**src/rtl/clause_database_pkg.sv**
```systemverilog
// Shared sizing and the packed clause record used by the clause store and its users.
package sysdefs;

  localparam int VAR_PER_CLAUSE   = 5;
  localparam int MAX_VARS_BITS    = 8;
  localparam int MAX_CLAUSES      = 64;
  localparam int MAX_CLAUSES_BITS = $clog2(MAX_CLAUSES);

  // Count is one bit wider than the index so that "full" is representable.
  localparam logic [MAX_CLAUSES_BITS:0] CLAUSE_CAP = (MAX_CLAUSES_BITS+1)'(MAX_CLAUSES);

  typedef struct packed {
    logic [VAR_PER_CLAUSE-1:0]                    mask;
    logic [VAR_PER_CLAUSE-1:0]                    pole;
    logic [VAR_PER_CLAUSE-1:0][MAX_VARS_BITS-1:0] vars;
  } clause_t;

endpackage

```
**src/rtl/clause_database_mem.sv**
```systemverilog
// 1-write / 1-read clause array; the read data register only loads on an accepted read.
import sysdefs::*;

module clause_mem (
  input  logic                        clock,
  input  logic                        reset,
  input  logic                        i_we,
  input  logic [MAX_CLAUSES_BITS-1:0] i_waddr,
  input  clause_t                     i_wdata,
  input  logic                        i_re,
  input  logic [MAX_CLAUSES_BITS-1:0] i_raddr,
  output clause_t                     o_rdata
);

  clause_t r_mem [MAX_CLAUSES];
  clause_t r_rdata;

  // Storage is never cleared; the owner's count makes stale entries unreachable.
  always_ff @(posedge clock) begin
    if (i_we) r_mem[i_waddr] <= i_wdata;
  end

  always_ff @(posedge clock or negedge reset) begin
    if (!reset)    r_rdata <= '0;
    else if (i_re) r_rdata <= r_mem[i_raddr];
  end

  assign o_rdata = r_rdata;

endmodule

```
**src/rtl/clause_database.sv**
```systemverilog
// Append-only clause store: sequential push, random-index read, full and error reporting.
import sysdefs::*;

module clause_database (
  input  logic                                    clock,
  input  logic                                    reset,
  input  logic                                    push,
  input  logic                                    read,
  input  logic [VAR_PER_CLAUSE-1:0]               mask_in,
  input  logic [VAR_PER_CLAUSE-1:0]               pole_in,
  input  logic [VAR_PER_CLAUSE*MAX_VARS_BITS-1:0] var_in,
  input  logic [MAX_CLAUSES_BITS-1:0]             index_in,
  output logic [VAR_PER_CLAUSE-1:0]               mask_out,
  output logic [VAR_PER_CLAUSE-1:0]               pole_out,
  output logic [VAR_PER_CLAUSE*MAX_VARS_BITS-1:0] var_out,
  output logic                                    full,
  output logic                                    error
);

  logic [MAX_CLAUSES_BITS:0] r_count;
  logic                      r_error;

  logic    w_full;
  logic    w_push_ok;
  logic    w_push_bad;
  logic    w_rd_ok;
  logic    w_rd_bad;
  clause_t w_wdata;
  clause_t w_rdata;

  assign w_full     = (r_count == CLAUSE_CAP);
  assign w_push_ok  = push & ~w_full;
  assign w_push_bad = push &  w_full;

  // Read legality uses the pre-push count, so a same-cycle push is not yet visible.
  assign w_rd_ok  = read & ({1'b0, index_in} < r_count);
  assign w_rd_bad = read & ~w_rd_ok;

  assign w_wdata.mask = mask_in;
  assign w_wdata.pole = pole_in;
  assign w_wdata.vars = var_in;

  always_ff @(posedge clock or negedge reset) begin
    if (!reset) begin
      r_count <= '0;
      r_error <= 1'b0;
    end else begin
      if (w_push_ok) r_count <= r_count + 1'b1;
      r_error <= w_push_bad | w_rd_bad;
    end
  end

  clause_mem u_mem (
    .clock   (clock),
    .reset   (reset),
    .i_we    (w_push_ok),
    .i_waddr (r_count[MAX_CLAUSES_BITS-1:0]),
    .i_wdata (w_wdata),
    .i_re    (w_rd_ok),
    .i_raddr (index_in),
    .o_rdata (w_rdata)
  );

  assign mask_out = w_rdata.mask;
  assign pole_out = w_rdata.pole;
  assign var_out  = w_rdata.vars;
  assign full     = w_full;
  assign error    = r_error;

endmodule

```
**config.mk**
```make
export PLATFORM = sky130hd
export DESIGN_NAME = clause_database
export DESIGN_NICKNAME = d
export VERILOG_FILES = /design/src/rtl/clause_database_pkg.sv /design/src/rtl/clause_database_mem.sv /design/src/rtl/clause_database.sv
export SDC_FILE = /design/constraint.sdc
export NUM_CORES = 2
export LEC_CHECK = 0
export CAP_MARGIN = 40
export CORE_UTILIZATION = 65
export DETAILED_ROUTE_END_ITERATION = 7
export PLACE_DENSITY = 0.83
export SLEW_MARGIN = 20
export SYNTH_ARGS = -nofsm -noshare
export SYNTH_HDL_FRONTEND = slang
export SYNTH_HIERARCHICAL = 1
export SYNTH_SLANG_ARGS = --single-unit
```
**constraint.sdc**
```tcl
create_clock -name clock -period 9.35 [get_ports clock]
set_clock_uncertainty 0.1 [all_clocks]
set_input_delay 0.935 -clock clock [delete_from_list [all_inputs] [get_ports clock]]
set_output_delay 0.935 -clock clock [all_outputs]
set_load 0.005 [all_outputs]
```
==> results.md <==
- Detail Placement HPWL: between 150 and 200 mm
- Die Wd: about 440 µm
- Initial core utilization: between 60% and 70%
- CP Class: flip-flop to flip-flop
- Endpoint type of the worst setup path: flip-flop
- Synth unique cells: 47
- DRC: 0
- Clock Tree Root: clkbuf_16
- Post-DRT Antenna Nets: 0
- FFs w/ async S/R, synth: under 10%
- Fin util: 74.6%
- Max-Slew Margin vs Limit: between 20% and 30%
- Setup Buffers After CTS: 0
- Commonest non-fill, non-tap cell in the layout: edfxtp_1
- Max_cap viols: 0
- Core area: roughly 190000 µm²
- Antenna violations before repair: 15
- FF-to-FF path depth: 10
- Largest net degree at the start of global routing: ~140
- Clk pin slew, worst setup/hold paths: 70 ps
- FMAX: around 190 MHz
- Main synth FF type: edfxtp_1
- Mapped Area: between 100000 and 150000 µm²
- Post-synth EDFFs: 3200
- Final Hold Fails: 0
- Gr ovfl total: 0
- Row cnt: between 150 and 200
- Clk_lat worst skew: approximately 970 ps
- Routed length per instance: ~42 µm
- First-pass GRT wire length: a little over 500 mm
- TritonCTS clock tree: yes
- Leak: roughly 0.046 µW
- #FFs+latches synth: between 3000 and 4000
- Clock Sinks: 3258
- Post-Route WL: 380 mm
- Slew @ Worst Pin: ~1100 ps
- WP data required: between 9000 and 10000 ps
- Clock Tree Buf Depth: 4
- Worst EP arrival: 5690 ps
- DP Cell Count: approximately 8400
- RSZ-0062 raised after global routing: false
- Synthesized Nets: slightly below 6000
- Min cycle time layout: around 5200 ps
- Final TNS setup: 0 ps
- Most frequent cells in the layout: edfxtp_1, mux2i_1, mux4_2, clkbuf_16, a22oi_1
- Outcome: complete, no violations
- Final cell count without fillers: between 8000 and 9000
- Worst-path fanout max: 26
- Vias per cell: 7.85
- WHS Path Cells: 1
- Die H: 439 µm
- Fin crit share: between 50% and 60%
- I/O pins: roughly 110
- Cell count after synthesis: between 5000 and 6000
- Iter 0 DRT Violations: ~13000
- Sequential area share after synthesis: 78.7%
- All-layer global routing usage: 38.5%
- Hold Crit Class: primary input to flip-flop
- Yosys Warn Count: 6
- Power Dens Cells: between 200 and 250 nW/µm²
- VDD IR max: 0.000196 V
- Area Growth Syn to Fin: 13.6%
- Fraction of layout cells with a size suffix above 1: approximately 22%
- First drt pass iteration count: 7
- I/O Buffers: 111
- Number of setup violations in the final report: 0
- Vias: approximately 70000
- TritonCTS Buffers: roughly 320
- Die Area: ~190000 µm²
- Final #Nets: 6280
- GP Congestion: 0.867
- Synth Area per Inst: 21.2 µm²
- Startpoint types: flip-flop
- Htree depth: 5
- Vias in the first global route: a little under 70000
- Slew Limit Fails: 0
cell usage after synthesis (52+ instances only):
master    number  share of area [%]
dfrtp_1       58                1.2
a21oi_1      105               0.42
edfxtp_1    3200                 78
a221oi_1     100               0.71
clkbuf_1     164               0.50
or3_1         52               0.26
nor2_1       168               0.51
mux4_2       500                9.1
nor2b_1       59               0.30
a22oi_1      200                1.2
buf_2        127               0.51
mux2i_1      550                4.4
o21ai_0       52               0.21
o22ai_1      149               0.75
state kept, by name, summed over array words and instances, names as in the netlist:
register / cells
error: 1
u_mem/r_mem: 3200
r_count: 7
u_mem/o_rdata: 50
layer usage:
metal  vias to the layer above  track usage [%]  wire (µm)
met5                         -                0         92
met4                        16             24.2      30600
met3                      1947             11.9      58600
met2                      8019             59.1     175000
met1                     35000             48.6     116000
li1                      25300                -          -
through the flow:
step | total power [µW] | cell area, µm² | hold WS, ps | setup slack, ps
2_1_floorplan | 18400 | 124000 | 373 | 3600
3_3_place_gp | 19700 | 128000 | 407 | 4090
3_5_place_dp | 19900 | 130000 | 433 | 4060
4_1_cts | 32300 | 140000 | 216 | 4420
5_1_grt | 33000 | 141000 | 172 | 4250
6_report | 32500 | 141000 | 178 | 4150
power by group:
part / total, µW / switching [µW] / leakage (µW) / internal (µW)
clock: 12600 / 5480 / 0.00483 / 7100
sequential: 17000 / 373 / 0.0296 / 16600
combinational: 2950 / 1980 / 0.0114 / 975
total: 32500 / 7830 / 0.0458 / 24700
worst paths after layout:
| kind | startpoint | to | slack (ps) |
|---|---|---|---|
| worst max-delay path | r_count[1]$_DFFE_PN0P_ | u_mem/r_mem[6][41]$_DFFE_PP_ | 4150 |
| worst min-delay path | var_in[32] | u_mem/r_mem[14][32]$_DFFE_PP_ | 180 |
| worst max register to register | r_count[1]$_DFFE_PN0P_ | u_mem/r_mem[6][41]$_DFFE_PP_ | 4150 |
| worst min register to register | r_count[6]$_DFFE_PN0P_ | r_count[6]$_DFFE_PN0P_ | 470 |
| max in group asynchronous | reset | u_mem/o_rdata[18]$_DFFE_PN0P_ | 7500 |
| min in group asynchronous | reset | u_mem/o_rdata[34]$_DFFE_PN0P_ | 390 |
critical path: stages (launching register included):
cell and delay [ps]:
dfrtp_1 710, inv_1 170, ha_1 240, and3_2 270
nand2b_4 190, inv_1 200, nor2b_1 410, nand3_1 700
nor2_4 960, buf_4 490, buf_12 290
cell families (layout without fill, tap and decap cells):
group / Yosys count / in the layout / synth area share (%)
fa+ha+maj: 7 / 7 / 0.0707
simple gates: 379 / 379 / 1.63
compound gates: 757 / 757 / 4.27
other cells: 0 / 12 / 0
xor+xnor: 5 / 5 / 0.0353
buf+inv: 350 / 935 / 1.30
mux: 1101 / 1101 / 14.0
flops: 3258 / 3258 / 78.7
cell type report:
| type | count | area, µm² |
|---|---|---|
| Inverter | 8 | 30.0 |
| Multi-Input combinational cell | 2249 | 25400 |
| Clock buffer | 400 | 8470 |
| Antenna cell | 12 | 30.0 |
| Sequential cell | 3258 | 97500 |
| Fill cell | 9307 | 47900 |
| Tap cell | 2495 | 3120 |
| Clock inverter | 152 | 1380 |
| Timing Repair Buffer | 375 | 4770 |
repair_timing:
action,4_1_cts,5_1_grt
setup endpoints to repair,0,0
hold buffers,1,0
endpoints found under the hold margin,18,0
gates resized for setup,0,0
Power figures use the tool's default switching activity.
